==> src/rtl/cpu_pkg.sv <==
// Shared CPU definitions: fetch FSM states, opcode constants and fetch defaults.
package cpu_pkg;

    localparam int unsigned INST_W = 32;
    localparam int unsigned OP_W   = 6;

    localparam logic [31:0] DEFAULT_RESET_PC = 32'h0000_0000;

    localparam logic [OP_W-1:0] OP_J    = 6'b000010;
    localparam logic [OP_W-1:0] OP_BEQ  = 6'b000100;
    localparam logic [OP_W-1:0] OP_BNE  = 6'b000101;
    localparam logic [OP_W-1:0] OP_BGTZ = 6'b000111;

    typedef enum logic [1:0] {
        BOOT  = 2'd0,
        FETCH = 2'd1,
        HOLD  = 2'd2
    } fetch_state_e;

    function automatic logic [OP_W-1:0] inst_opcode(input logic [INST_W-1:0] inst);
        return inst[31:26];
    endfunction

endpackage

==> src/rtl/ifetch_npc.sv <==
// Next-PC computation: pc+4, sign-extended branch target, and (with IFETCH_JUMP_EN)
// the local j-instruction target, which overrides nPC_sel.
module ifetch_npc
    import cpu_pkg::*;
#(
    parameter int unsigned ADDR_W = 32
) (
    input  logic [ADDR_W-1:0] pc,
    input  logic [INST_W-1:0] inst,
    input  logic              nPC_sel,
    input  logic [15:0]       imm16,
    output logic [ADDR_W-1:0] pc_plus4,
    output logic [ADDR_W-1:0] next_pc
);

    localparam int unsigned OFF_EXT_W = ADDR_W - 18;

    logic [ADDR_W-1:0] br_offset;
    logic [ADDR_W-1:0] br_target;
    logic              is_jump;
    logic [ADDR_W-1:0] jump_target;

`ifdef IFETCH_JUMP_EN
    assign is_jump     = (inst_opcode(inst) == OP_J);
    assign jump_target = {pc_plus4[ADDR_W-1:28], inst[25:0], 2'b00};
`else
    logic unused_inst;
    assign is_jump     = 1'b0;
    assign jump_target = '0;
    assign unused_inst = ^inst;
`endif

    // All adds wrap modulo 2^ADDR_W; a word offset of -1 lands back on pc.
    always_comb begin
        pc_plus4  = pc + ADDR_W'(4);
        br_offset = {{OFF_EXT_W{imm16[15]}}, imm16, 2'b00};
        br_target = pc_plus4 + br_offset;
        next_pc   = nPC_sel ? br_target : pc_plus4;
        if (is_jump) begin
            next_pc = jump_target;
        end
    end

endmodule

==> src/rtl/ifetch_unit.sv <==
// Instruction-fetch stage: owns the PC, fetches over a req/ack handshake and holds
// inst stable until the datapath retires it. Optional jump decode: IFETCH_JUMP_EN.
module ifetch_unit
    import cpu_pkg::*;
#(
    parameter int unsigned       ADDR_W   = 32,
    parameter logic [ADDR_W-1:0] RESET_PC = ADDR_W'(DEFAULT_RESET_PC)
) (
    input  logic              clk,
    input  logic              rst,
    output logic              imem_req,
    output logic [ADDR_W-1:0] imem_addr,
    input  logic              imem_ack,
    input  logic [INST_W-1:0] imem_rdata,
    output logic [INST_W-1:0] inst,
    output logic              inst_valid,
    input  logic              advance,
    input  logic              nPC_sel,
    input  logic [15:0]       imm16,
    output logic [ADDR_W-1:0] pc,
    output logic [ADDR_W-1:0] pc_plus4
);

    fetch_state_e      state_q, state_d;
    logic [ADDR_W-1:0] pc_q, pc_d;
    logic [INST_W-1:0] inst_q, inst_d;
    logic              inst_valid_q, inst_valid_d;
    logic              imem_req_q, imem_req_d;
    logic [ADDR_W-1:0] next_pc;

    ifetch_npc #(
        .ADDR_W (ADDR_W)
    ) u_npc (
        .pc       (pc_q),
        .inst     (inst_q),
        .nPC_sel  (nPC_sel),
        .imm16    (imm16),
        .pc_plus4 (pc_plus4),
        .next_pc  (next_pc)
    );

    // imem_req is registered: it reflects the state being entered, so it is high
    // for every cycle spent in FETCH and low in BOOT/HOLD.
    always_comb begin
        state_d      = state_q;
        pc_d         = pc_q;
        inst_d       = inst_q;
        inst_valid_d = inst_valid_q;
        imem_req_d   = 1'b0;
        case (state_q)
            BOOT: begin
                state_d    = FETCH;
                imem_req_d = 1'b1;
            end
            FETCH: begin
                if (imem_ack) begin
                    inst_d       = imem_rdata;
                    inst_valid_d = 1'b1;
                    state_d      = HOLD;
                end else begin
                    imem_req_d = 1'b1;
                end
            end
            HOLD: begin
                if (advance) begin
                    pc_d         = next_pc;
                    inst_valid_d = 1'b0;
                    state_d      = FETCH;
                    imem_req_d   = 1'b1;
                end
            end
            default: begin
                state_d = BOOT;
            end
        endcase
    end

    always_ff @(posedge clk) begin
        if (rst) begin
            state_q      <= BOOT;
            pc_q         <= RESET_PC;
            inst_q       <= '0;
            inst_valid_q <= 1'b0;
            imem_req_q   <= 1'b0;
        end else begin
            state_q      <= state_d;
            pc_q         <= pc_d;
            inst_q       <= inst_d;
            inst_valid_q <= inst_valid_d;
            imem_req_q   <= imem_req_d;
        end
    end

    assign imem_req   = imem_req_q;
    assign imem_addr  = pc_q;
    assign pc         = pc_q;
    assign inst       = inst_q;
    assign inst_valid = inst_valid_q;

    // Address must be word aligned and held stable while a request is pending.
    a_pc_aligned : assert property (@(posedge clk) disable iff (rst)
        pc_q[1:0] == 2'b00);
    a_req_stable : assert property (@(posedge clk) disable iff (rst)
        (imem_req_q && !imem_ack) |=> (imem_req_q && $stable(pc_q)));

endmodule

==> config.mk <==
export PLATFORM = sky130hd
export DESIGN_NAME = ifetch_unit
export DESIGN_NICKNAME = d
export VERILOG_FILES = /design/src/rtl/cpu_pkg.sv /design/src/rtl/ifetch_npc.sv /design/src/rtl/ifetch_unit.sv
export SDC_FILE = /design/constraint.sdc
export NUM_CORES = 1
export LEC_CHECK = 0
export ABC_AREA = 1
export ABC_CLOCK_PERIOD_IN_PS = 4700
export BUFFER_PORTS_ARGS = -buffer_cell sky130_fd_sc_hd__buf_2
export CAP_MARGIN = 40
export CORE_AREA = 4 4 114 116
export DETAILED_ROUTE_END_ITERATION = 6
export DIE_AREA = 0 0 118 120
export PLACE_DENSITY = 0.86
export SYNTH_ARGS = -nofsm -noshare
export SYNTH_HDL_FRONTEND = slang
export SYNTH_SLANG_ARGS = --single-unit
export TNS_END_PERCENT = 30
==> constraint.sdc <==
create_clock -name clk -period 4.7 [get_ports clk]
set_input_delay 0.94 -clock clk [delete_from_list [all_inputs] [get_ports clk]]
set_output_delay 0.94 -clock clk [all_outputs]
set_load 0.1 [all_outputs]
==> metrics <==
met2 routed WL=9080 µm; worst reg-to-reg setup slack=1230 ps; final core occ=59.2%; pin count of the biggest net entering global routing=45; Placer Congestion=0.999; Hold Crit Class=reg -> reg; PortBufs=176; post-synth top area share=22.4%; routed metal-1 wirelength=7820 µm; Rel. slew slack=62.8%; Setup CP Type=reg -> out; Final min period=3610 ps; H-Tree Depth=3; Die Ht=120 µm; CP Capture Type=output pin; via count=6,704; Syn Area/Cell=6.00 µm²; total gr overflow=0; final WL=19,200 µm; Clock Skew=5.44 ps; leakage power=0.00396 µW; fillers=1,118; Multi-input gate area=3650 µm²; Syn Std Cell Area=5900 µm²; DP Worst Slack=1380 ps; worst flop-to-flop path endpoint=imem_addr[15]$_SDFFE_PP0P_; top sig layer=met4; CTS clk-pin slew, worst paths=60 ps; CP endpoint=pc_plus4[30]; Yosys reg bits=66; vias in the first global route=6,383; FF/Latch Area=1320 µm²; Yosys cell types=38; drc violations=0; worst-path fanout max=6; final worst slack=1090 ps; # rows=40; cell taking the most area after synthesis=dfxtp_1; Pre-Repair DR Iteration Count=5; FMAX=0.277 GHz; PwrDens=271 nW/µm²; die area=14,200 µm²; CTS resizes=0; CTS tree=done; RSZ-0062 raised after global routing=no; first-pass GRT wire length=30,900 µm; Layout Nets=1,210; count leader, synth=nand2_1; # IOs=183; DRT iter0 DRCs=509; max_cap viols=0; Clock Sinks=66; Die W=118 µm; CP required=3760 ps; Post-CTS Setup Bufs=0; Worst Setup SP=imem_addr[2]$_SDFFE_PP0P_; diode count=0; register area share after synthesis=22.4%; remaining antenna violation count=0; CTS max path bufs=2; Root Driver=clkbuf_16; Post-synth top cells=287 x nand2_1, 159 x inv_1, 85 x a21oi_1; Worst VDD drop=0.162 mV; count of pins over their slew limit=0; Final period util=76.7%; number of synthesized flops with an enable pin=0; CORE AREA=11,900 µm²; share of cells above drive strength 1=20.3%; Top FF cell, synth=dfxtp_1; R2R cell count=16; post-synthesis async set-or-reset flop share=0%; top post-synthesis cells by area=dfxtp_1 22%, nand2_1 18%, inv_1 10%, ha_1 7.6%, a21oi_1 7.2%; worst skew pair latency=330 ps; status=finished clean; Final setup viols=0; area grow syn2layout=19.6%; cts hold-fix bufs=0; Yosys Warn Count=0; Final Hold Vio Count=0; Design Power=1910 µW; Startpoint Class=flop; Overall Global Routing Usage=26.7%; HPWL Detailed=15,100 µm; initial antenna violation count=0; post-DR wirelength/cell=15.1 µm; Via-to-Cell Ratio=5.27; Reg-to-Reg Start=imem_addr[2]$_SDFFE_PP0P_; Synth Instances=983; worst-margin pin slew=558 ps; Initial Util=49.5%; cts bufs inserted=9; critical path data arrival time=2670 ps; WL met3=1480 µm; final hold slack=436 ps
==> final cells by class <==
cell class	count	area share, %
Clock inverter	6	1.26
Inverter	163	8.68
Tap cell	147	2.61
Multi-Input combinational cell	698	51.8
Timing Repair Buffer	182	13.7
Sequential cell	66	18.7
Clock buffer	10	3.25
==> critical path: stages (launching register included) <==
cell     delay, ps
dfxtp_1        430
ha_1           330
nand2_2        100
nor2_1         240
inv_1          110
nor2_1         280
nand2_1        120
xor2_1         180
inv_1          100
buf_2          430
==> logic make-up (layout without fill, tap and decap cells) <==
| group | Yosys count | count (layout) | synth area share (%) |
|---|---|---|---|
| AO/OA/AOI/OAI | 165 | 165 | 15.0 |
| other | 1 | 6 | 0.0636 |
| XOR/XNOR | 30 | 30 | 4.58 |
| flip-flops | 66 | 66 | 22.4 |
| adder cells (fa/ha/maj) | 37 | 37 | 7.98 |
| AND/OR/NAND/NOR | 460 | 460 | 33.2 |
| buffers and inverters | 224 | 361 | 16.7 |
==> routing by layer <==
| metal | vias up | track usage [%] |
|---|---|---|
| met5 | - | 0 |
| met4 | 0 | 12.7 |
| met3 | 63 | 6.13 |
| met2 | 322 | 45.7 |
| met1 | 2994 | 31.7 |
| li1 | 3325 | - |
==> where the power goes <==
| group | leakage [µW] | internal (µW) | switching, µW | total [µW] |
|---|---|---|---|---|
| logic | 0.00328 | 113 | 469 | 582 |
| registers | 0.000539 | 589 | 22.5 | 611 |
| clock network | 0.000149 | 465 | 254 | 719 |
| total | 0.00396 | 1170 | 745 | 1910 |
==> through the flow <==
| step | instance area, µm² | TNS (ps) | cells |
|---|---|---|---|
| after global routing | 7050 | 0 | 1272 |
| after floorplan | 5940 | -54.9 | 988 |
| after CTS | 7050 | 0 | 1272 |
| final | 7050 | 0 | 1272 |
| after global placement | 6670 | 0 | 1253 |
| after detailed placement | 6730 | 0 | 1256 |
==> registers in the layout, indices dropped and copies added, names as in the netlist <==
register / count
inst_valid: 1
imem_req: 1
inst: 32
state_q: 2
imem_addr: 30
==> cell usage in the layout, fill, tap and decap left out, types with 6 or more instances in the layout <==
cell         n
xor2_1      20
inv_1      159
ha_1        36
conb_1       6
nand2_2      6
clkbuf_16    9
buf_2      176
nand3_1     53
a31oi_1     10
nand4_1     12
dfxtp_1     66
o21ai_0     56
nor3_1       9
nand2_1    287
o21bai_1     7
a21oi_1     85
nor2_1      66
==> worst min-delay path by stage <==
stage                                       start                 endpoint  slack, ps  cells past startpoint
final                       inst[23]$_SDFFE_PP0P_    inst[23]$_SDFFE_PP0P_        440                      2
after detailed placement    inst[23]$_SDFFE_PP0P_    inst[23]$_SDFFE_PP0P_        430                      2
after global placement      inst[23]$_SDFFE_PP0P_    inst[23]$_SDFFE_PP0P_        430                      2
after floorplan           state_q[1]$_SDFFE_PP0P_  state_q[1]$_SDFFE_PP0P_        470                      2
after CTS                   inst[23]$_SDFFE_PP0P_    inst[23]$_SDFFE_PP0P_        440                      2
after global routing        inst[28]$_SDFFE_PP0P_    inst[28]$_SDFFE_PP0P_        460                      2
No activity file was read; power rests on OpenSTA's default activity.
